==> src/rtl/pcie_perst_seq_pkg.sv <==
// Shared baseboard definitions for the PERST# sequencer: slot states and timing defaults.
package pcie_perst_seq_pkg;

  typedef enum logic [1:0] {
    S_OFF  = 2'd0,
    S_DLY  = 2'd1,
    S_ON   = 2'd2,
    S_HOLD = 2'd3
  } perst_state_e;

  // Cycle counts at the 2.5 MHz SYSCLK.
  localparam int TIME_100MS = 250000;
  localparam int TIME_1MS   = 2500;

  // Counter must reach max(dly, hold) - 1; never narrower than one bit.
  function automatic int cnt_width(input int dly, input int hold);
    int m;
    m = (dly > hold) ? dly : hold;
    return (m > 1) ? $clog2(m) : 1;
  endfunction

endpackage

==> src/rtl/pcie_perst_chan.sv <==
// One drive slot: power-good synchroniser, release/hold state machine and sticky loss flag.
//
// state  | meaning
// S_OFF  | power not good, reset asserted
// S_DLY  | power good, counting the release delay
// S_ON   | reset released (port B only in dual-port mode)
// S_HOLD | minimum assertion time after loss or software reset
module pcie_perst_chan
  import pcie_perst_seq_pkg::*;
#(
  parameter int DLY_CYC  = TIME_100MS,
  parameter int HOLD_CYC = TIME_1MS,
  parameter int CNT_W    = cnt_width(DLY_CYC, HOLD_CYC)
) (
  input  logic SYSCLK,
  input  logic RESET_N,
  input  logic DRV_PWROK,
  input  logic SW_RST_REQ,
  input  logic DUAL_PORT,
  input  logic LOST_CLR,
  output logic PE_RST_A_L,
  output logic PE_RST_B_L,
  output logic PWR_LOST
);

  localparam logic [CNT_W-1:0] DLY_TC  = CNT_W'(DLY_CYC - 1);
  localparam logic [CNT_W-1:0] HOLD_TC = CNT_W'(HOLD_CYC - 1);

  logic [1:0]       sync_q;
  logic             pwrok_s;
  perst_state_e     state_q, state_nxt;
  logic [CNT_W-1:0] cnt_q, cnt_nxt;
  logic             lost_set;
  logic             rst_a_q, rst_b_q, lost_q;

  assign pwrok_s = sync_q[1];

  always_ff @(posedge SYSCLK or negedge RESET_N) begin
    if (!RESET_N) begin
      sync_q <= 2'b00;
    end else begin
      sync_q <= {sync_q[0], DRV_PWROK};
    end
  end

  always_comb begin
    state_nxt = state_q;
    lost_set  = 1'b0;
    case (state_q)
      S_OFF: begin
        if (pwrok_s) state_nxt = S_DLY;
      end
      S_DLY: begin
        if (!pwrok_s)             state_nxt = S_OFF;
        else if (cnt_q == DLY_TC) state_nxt = S_ON;
      end
      S_ON: begin
        if (!pwrok_s) begin
          state_nxt = S_HOLD;
          lost_set  = 1'b1;
        end else if (SW_RST_REQ) begin
          state_nxt = S_HOLD;
        end
      end
      S_HOLD: begin
        if (cnt_q == HOLD_TC) state_nxt = S_OFF;
      end
      default: state_nxt = S_OFF;
    endcase
  end

  // Counter restarts on every state change; it cannot wrap since both
  // counting states leave at their terminal value.
  always_comb begin
    cnt_nxt = '0;
    if (state_nxt == state_q && (state_q == S_DLY || state_q == S_HOLD)) begin
      cnt_nxt = cnt_q + CNT_W'(1);
    end
  end

  always_ff @(posedge SYSCLK or negedge RESET_N) begin
    if (!RESET_N) begin
      state_q <= S_OFF;
      cnt_q   <= '0;
    end else begin
      state_q <= state_nxt;
      cnt_q   <= cnt_nxt;
    end
  end

  // Pins follow the next state so they switch on the same edge as the FSM.
  always_ff @(posedge SYSCLK or negedge RESET_N) begin
    if (!RESET_N) begin
      rst_a_q <= 1'b0;
      rst_b_q <= 1'b0;
      lost_q  <= 1'b0;
    end else begin
      rst_a_q <= (state_nxt == S_ON);
      rst_b_q <= (state_nxt == S_ON) && DUAL_PORT;
      if (lost_set)      lost_q <= 1'b1;
      else if (LOST_CLR) lost_q <= 1'b0;
    end
  end

  assign PE_RST_A_L = rst_a_q;
  assign PE_RST_B_L = rst_b_q;
  assign PWR_LOST   = lost_q;

endmodule

==> src/rtl/pcie_perst_seq.sv <==
// PCIe PERST# sequencer for all drive slots; one independent channel per slot.
module pcie_perst_seq
  import pcie_perst_seq_pkg::*;
#(
  parameter int NUM_DRV  = 24,
  parameter int DLY_CYC  = TIME_100MS,
  parameter int HOLD_CYC = TIME_1MS
) (
  input  logic               SYSCLK,
  input  logic               RESET_N,
  input  logic [NUM_DRV-1:0] DRV_PWROK,
  input  logic [NUM_DRV-1:0] SW_RST_REQ,
  input  logic [NUM_DRV-1:0] DUAL_PORT,
  input  logic [NUM_DRV-1:0] LOST_CLR,
  output logic [NUM_DRV-1:0] PE_RST_A_L,
  output logic [NUM_DRV-1:0] PE_RST_B_L,
  output logic [NUM_DRV-1:0] PWR_LOST
);

  localparam int CNT_W = cnt_width(DLY_CYC, HOLD_CYC);

  for (genvar g = 0; g < NUM_DRV; g++) begin : g_chan
    pcie_perst_chan #(
      .DLY_CYC  (DLY_CYC),
      .HOLD_CYC (HOLD_CYC),
      .CNT_W    (CNT_W)
    ) u_chan (
      .SYSCLK     (SYSCLK),
      .RESET_N    (RESET_N),
      .DRV_PWROK  (DRV_PWROK[g]),
      .SW_RST_REQ (SW_RST_REQ[g]),
      .DUAL_PORT  (DUAL_PORT[g]),
      .LOST_CLR   (LOST_CLR[g]),
      .PE_RST_A_L (PE_RST_A_L[g]),
      .PE_RST_B_L (PE_RST_B_L[g]),
      .PWR_LOST   (PWR_LOST[g])
    );
  end

endmodule

==> config.mk <==
export PLATFORM = sky130hd
export DESIGN_NAME = pcie_perst_seq
export DESIGN_NICKNAME = d
export VERILOG_FILES = /design/src/rtl/pcie_perst_seq_pkg.sv /design/src/rtl/pcie_perst_chan.sv /design/src/rtl/pcie_perst_seq.sv
export SDC_FILE = /design/constraint.sdc
export NUM_CORES = 1
export LEC_CHECK = 0
export ABC_AREA = 1
export ABC_CLOCK_PERIOD_IN_PS = 2400
export BUFFER_PORTS_ARGS = -buffer_cell sky130_fd_sc_hd__buf_4
export CORE_MARGIN = 3
export CORE_UTILIZATION = 40
export CTS_CLUSTER_SIZE = 16
export DETAILED_ROUTE_END_ITERATION = 16
export GPL_TIMING_DRIVEN = 1
export PLACE_DENSITY = 0.56
export SYNTH_ARGS = -nofsm -noshare
export SYNTH_HDL_FRONTEND = slang
export SYNTH_SLANG_ARGS = --single-unit
==> constraint.sdc <==
create_clock -name SYSCLK -period 2.4 [get_ports SYSCLK]
set_input_delay 0.48 -clock SYSCLK [delete_from_list [all_inputs] [get_ports SYSCLK]]
set_output_delay 0.48 -clock SYSCLK [all_outputs]
set_load 0.03 [all_outputs]
==> metrics.md <==
| Metric | Value |
|---|---|
| Outcome | finished clean |
| Synthesized Nets | 4759 |
| Top FF cell, synth | dfrtp_1 |
| Overflow after GRT | 0 |
| Setup TNS Final | 0 ns |
| Vias per inst | about 4.6 |
| CP Launch Point | g_chan[21].u_chan.cnt_q[0]$_DFF_PN0_ |
| Largest net degree at the start of global routing | ~100 |
| Die height | approximately 300 µm |
| Via count | about 28000 |
| Worst-margin pin slew | 0.567 ns |
| Internal power | ~21 mW |
| Max Cap Viol | 0 |
| FF-to-FF Start | g_chan[21].u_chan.cnt_q[0]$_DFF_PN0_ |
| CTS resizes | 0 |
| Crit path max fanout | 5 |
| Avg Inst Size Synth | approximately 7.5 µm² |
| Power density over cell area | between 800 and 900 mW/mm² |
| RR Endpoint | g_chan[21].u_chan.cnt_q[12]$_DFF_PN0_ |
| Port bufs | approximately 170 |
| Min Tclk post-route | 1.77 ns |
| Final worst-path cycle share | between 70% and 80% |
| Layout area overhead | 13.0% |
| Sw Share | about a third |
| Arr. time, crit path | around 2.3 ns |
| 1st-iter DRT viols | approximately 1500 |
| Layout cells sized above 1 | 10.1% |
| Skew-Pair Late Insertion Delay | between 0.6 and 0.7 ns |
| Synth area leaders | dfrtp_1, nor2_1, nand2_1, inv_1, xor2_1 |
| Fillers | between 8000 and 9000 |
| Synth top area share | ~43% |
| FF+latch count, synth | 600 |
| Number of synthesized flops with an enable pin | 0 |
| Placed Area | 0.0367 mm² |
| Critical Path Sink | g_chan[21].u_chan.cnt_q[12]$_DFF_PN0_ |
| Setup CP Type | reg2reg |
| CTS Sinks | 600 |
| H-tree depth | 3 |
| Core Area | around 0.086 mm² |
| WL final | 71.8 mm |
| Max Clock Skew | between 0.009 and 0.01 ns |
| Vias in the first global route | 26900 |
| Required @ worst endpoint | around 2.9 ns |
| Non-Filler Instances | 5982 |
| Final Max Tran Viols | 0 |
| HPWL Detailed | between 50 and 60 mm |
| Util after Layout | between 40 and 50% |
| First-pass GRT wire length | between 100 and 150 mm |
| Syn. warnings | 0 |
| WL per Instance | about 12 µm |
| Clock share of power | 34.1% |
| Ant diodes | 0 |
| DRT antenna net count | 0 |
| Total leakage power | 18.0 nW |
| Final hold vios | 0 |
| Max Root-Sink Buffers | 3 |
| Nets | 4912 |
| Final setup fails | 0 |
| Placed cells | between 5000 and 6000 |
| Comb power frac | 26.8% |
| Io pins | 170 |
| Hold Crit Class | in2reg |
| CTS tree | done |
| Fin area | roughly 0.04 mm² |
| Die area | ~0.091 mm² |
| Maximum vdd drop | between 0.7 and 0.8 mV |
| Horiz. Die Dim | roughly 300 µm |
| Count leader, synth | nor2_1 |
| Reg-to-reg slack, setup | 0.63 ns |
| Antenna violations before repair | 1 |
| Post-synthesis sequential area ratio | a little over two fifths |
| Mapped cell area | between 0.03 and 0.04 mm² |
| Ys async rst share | 100% |
| Synth cell types | 34 |
| Highest clock rate | about 0.57 GHz |
| Root Buffer | clkbuf_16 |
| Reg power frac | between 30% and 40% |
| CP endpoint kind | register |
| TritonCTS buffer count | 72 |
| Starting density of the core | between 40% and 50% |
| Reg clk slew, reported paths | 0.06 ns |
| Synth Instances | about 4600 |
| Slew HR | between 60% and 70% |
| DRC Markers | 0 |
| FP Rows | roughly 110 |
| Final GP Congestion | roughly 0.87 |
| GRT Total Usage | 16.1% |
| CP Launch Type | register |
| Post-synth top cells | nor2_1, nand2_1, inv_1 |
| DRT Pass-1 Iters | 5 |
| Sw Pwr | 11.5 mW |
| RSZ-0062 raised after global routing | no |
| Yosys top cell by area | dfrtp_1 |
| R2R cell count | 8 |
## cells in the final DEF (no fill, tap or decap), drive strengths merged, types with 64 or more instances in the layout
cell type / synthesis / routed
nand4: 118 / 118
nor3: 152 / 152
nand3: 370 / 370
xor2: 301 / 301
nor2: 1099 / 1099
nand2: 911 / 911
o21ai: 64 / 64
buf: 148 / 195
inv: 737 / 739
dfrtp: 600 / 600
clkbuf: 7 / 104
## worst min path at each step
stage | startpoint | endpoint | slack, ns | cells past startpoint
finish | LOST_CLR[5] | g_chan[5].u_chan.PWR_LOST$_DFFE_PN0P_ | 0.06 | 2
detailed placement | g_chan[18].u_chan.sync_q[0]$_DFF_PN0_ | g_chan[18].u_chan.sync_q[1]$_DFF_PN0_ | 0.34 | 0
CTS | LOST_CLR[11] | g_chan[11].u_chan.PWR_LOST$_DFFE_PN0P_ | 0.002 | 2
global route | LOST_CLR[14] | g_chan[14].u_chan.PWR_LOST$_DFFE_PN0P_ | 0.01 | 2
floorplan | RESET_N | g_chan[0].u_chan.PE_RST_A_L$_DFF_PN0_ | 0.18 | 0
global placement | g_chan[8].u_chan.sync_q[0]$_DFF_PN0_ | g_chan[8].u_chan.sync_q[1]$_DFF_PN0_ | 0.33 | 0
## cells by family (layout without fill, tap and decap cells)
family                   count (synthesis)  after routing  synth area share (%)
AND/OR/NAND/NOR                       2678           2678                  34.3
AO/OA/AOI/OAI                          103            103                  1.79
adder cells (fa/ha/maj)                 24             24                 0.860
buffers and inverters                  892           1093                  11.5
XOR/XNOR                               340            340                  8.53
flip-flops                             600            600                  43.0
## routing by layer
metal  track usage (%)  share of wire (%)
met4              4.48                2.3
met2              26.6                 46
met3              2.61                3.5
met1              21.9                 48
met5                 0              0.018
## timing repair
| action | in CTS | in global routing |
|---|---|---|
| setup buffers | 0 | 0 |
| hold buffers | 39 | 0 |
| endpoints found under the hold margin | 99 | 0 |
| setup endpoints to repair | 0 | 0 |
## flip-flops by register name, summed over array words and instances (netlist names)
| signal | flops |
|---|---|
| g_chan.u_chan.state_q | 48 |
| g_chan.u_chan.PE_RST_A_L | 24 |
| g_chan.u_chan.cnt_q | 432 |
| g_chan.u_chan.PWR_LOST | 24 |
| g_chan.u_chan.PE_RST_B_L | 24 |
| g_chan.u_chan.sync_q | 48 |
## cell type report
type,count,area [µm²],area share (%)
clock buffer,104,2160,5.47
tap,1144,1430,3.63
timing repair buffer,234,1960,4.97
inverter,737,2770,7.01
multi-input combinational,3145,15900,40.3
sequential,600,15000,38.0
clock inverter,18,255,0.646
## critical path, cell delays in order, from the launching register on
cell and delay (ns):
dfrtp_1 0.41, ha_1 0.24, nand3_1 0.16, inv_1 0.12, nand3_1 0.15, nor2_1 0.22, nand3_1 0.13, xor2_1 0.16
nor2_1 0.10
## power groups by stage
stage,combinational (mW),sequential (mW),clock [mW]
2_1_floorplan,7.75,12.6,0
3_3_place_gp,8.83,12.9,0
3_5_place_dp,8.88,12.9,0
4_1_cts,8.95,12.7,11.6
5_1_grt,10.0,12.9,12.0
6_report,8.72,12.7,11.1
## stage by stage
step	power (mW)	hold slack (ns)	setup slack, ns
5_1_grt	34.9	0.0146	0.415
6_report	32.5	0.0623	0.634
2_1_floorplan	20.4	0.184	0.854
3_5_place_dp	21.8	0.336	0.610
4_1_cts	33.3	0.00241	0.606
3_3_place_gp	21.7	0.331	0.646
No activity file was read; power rests on OpenSTA's default activity.
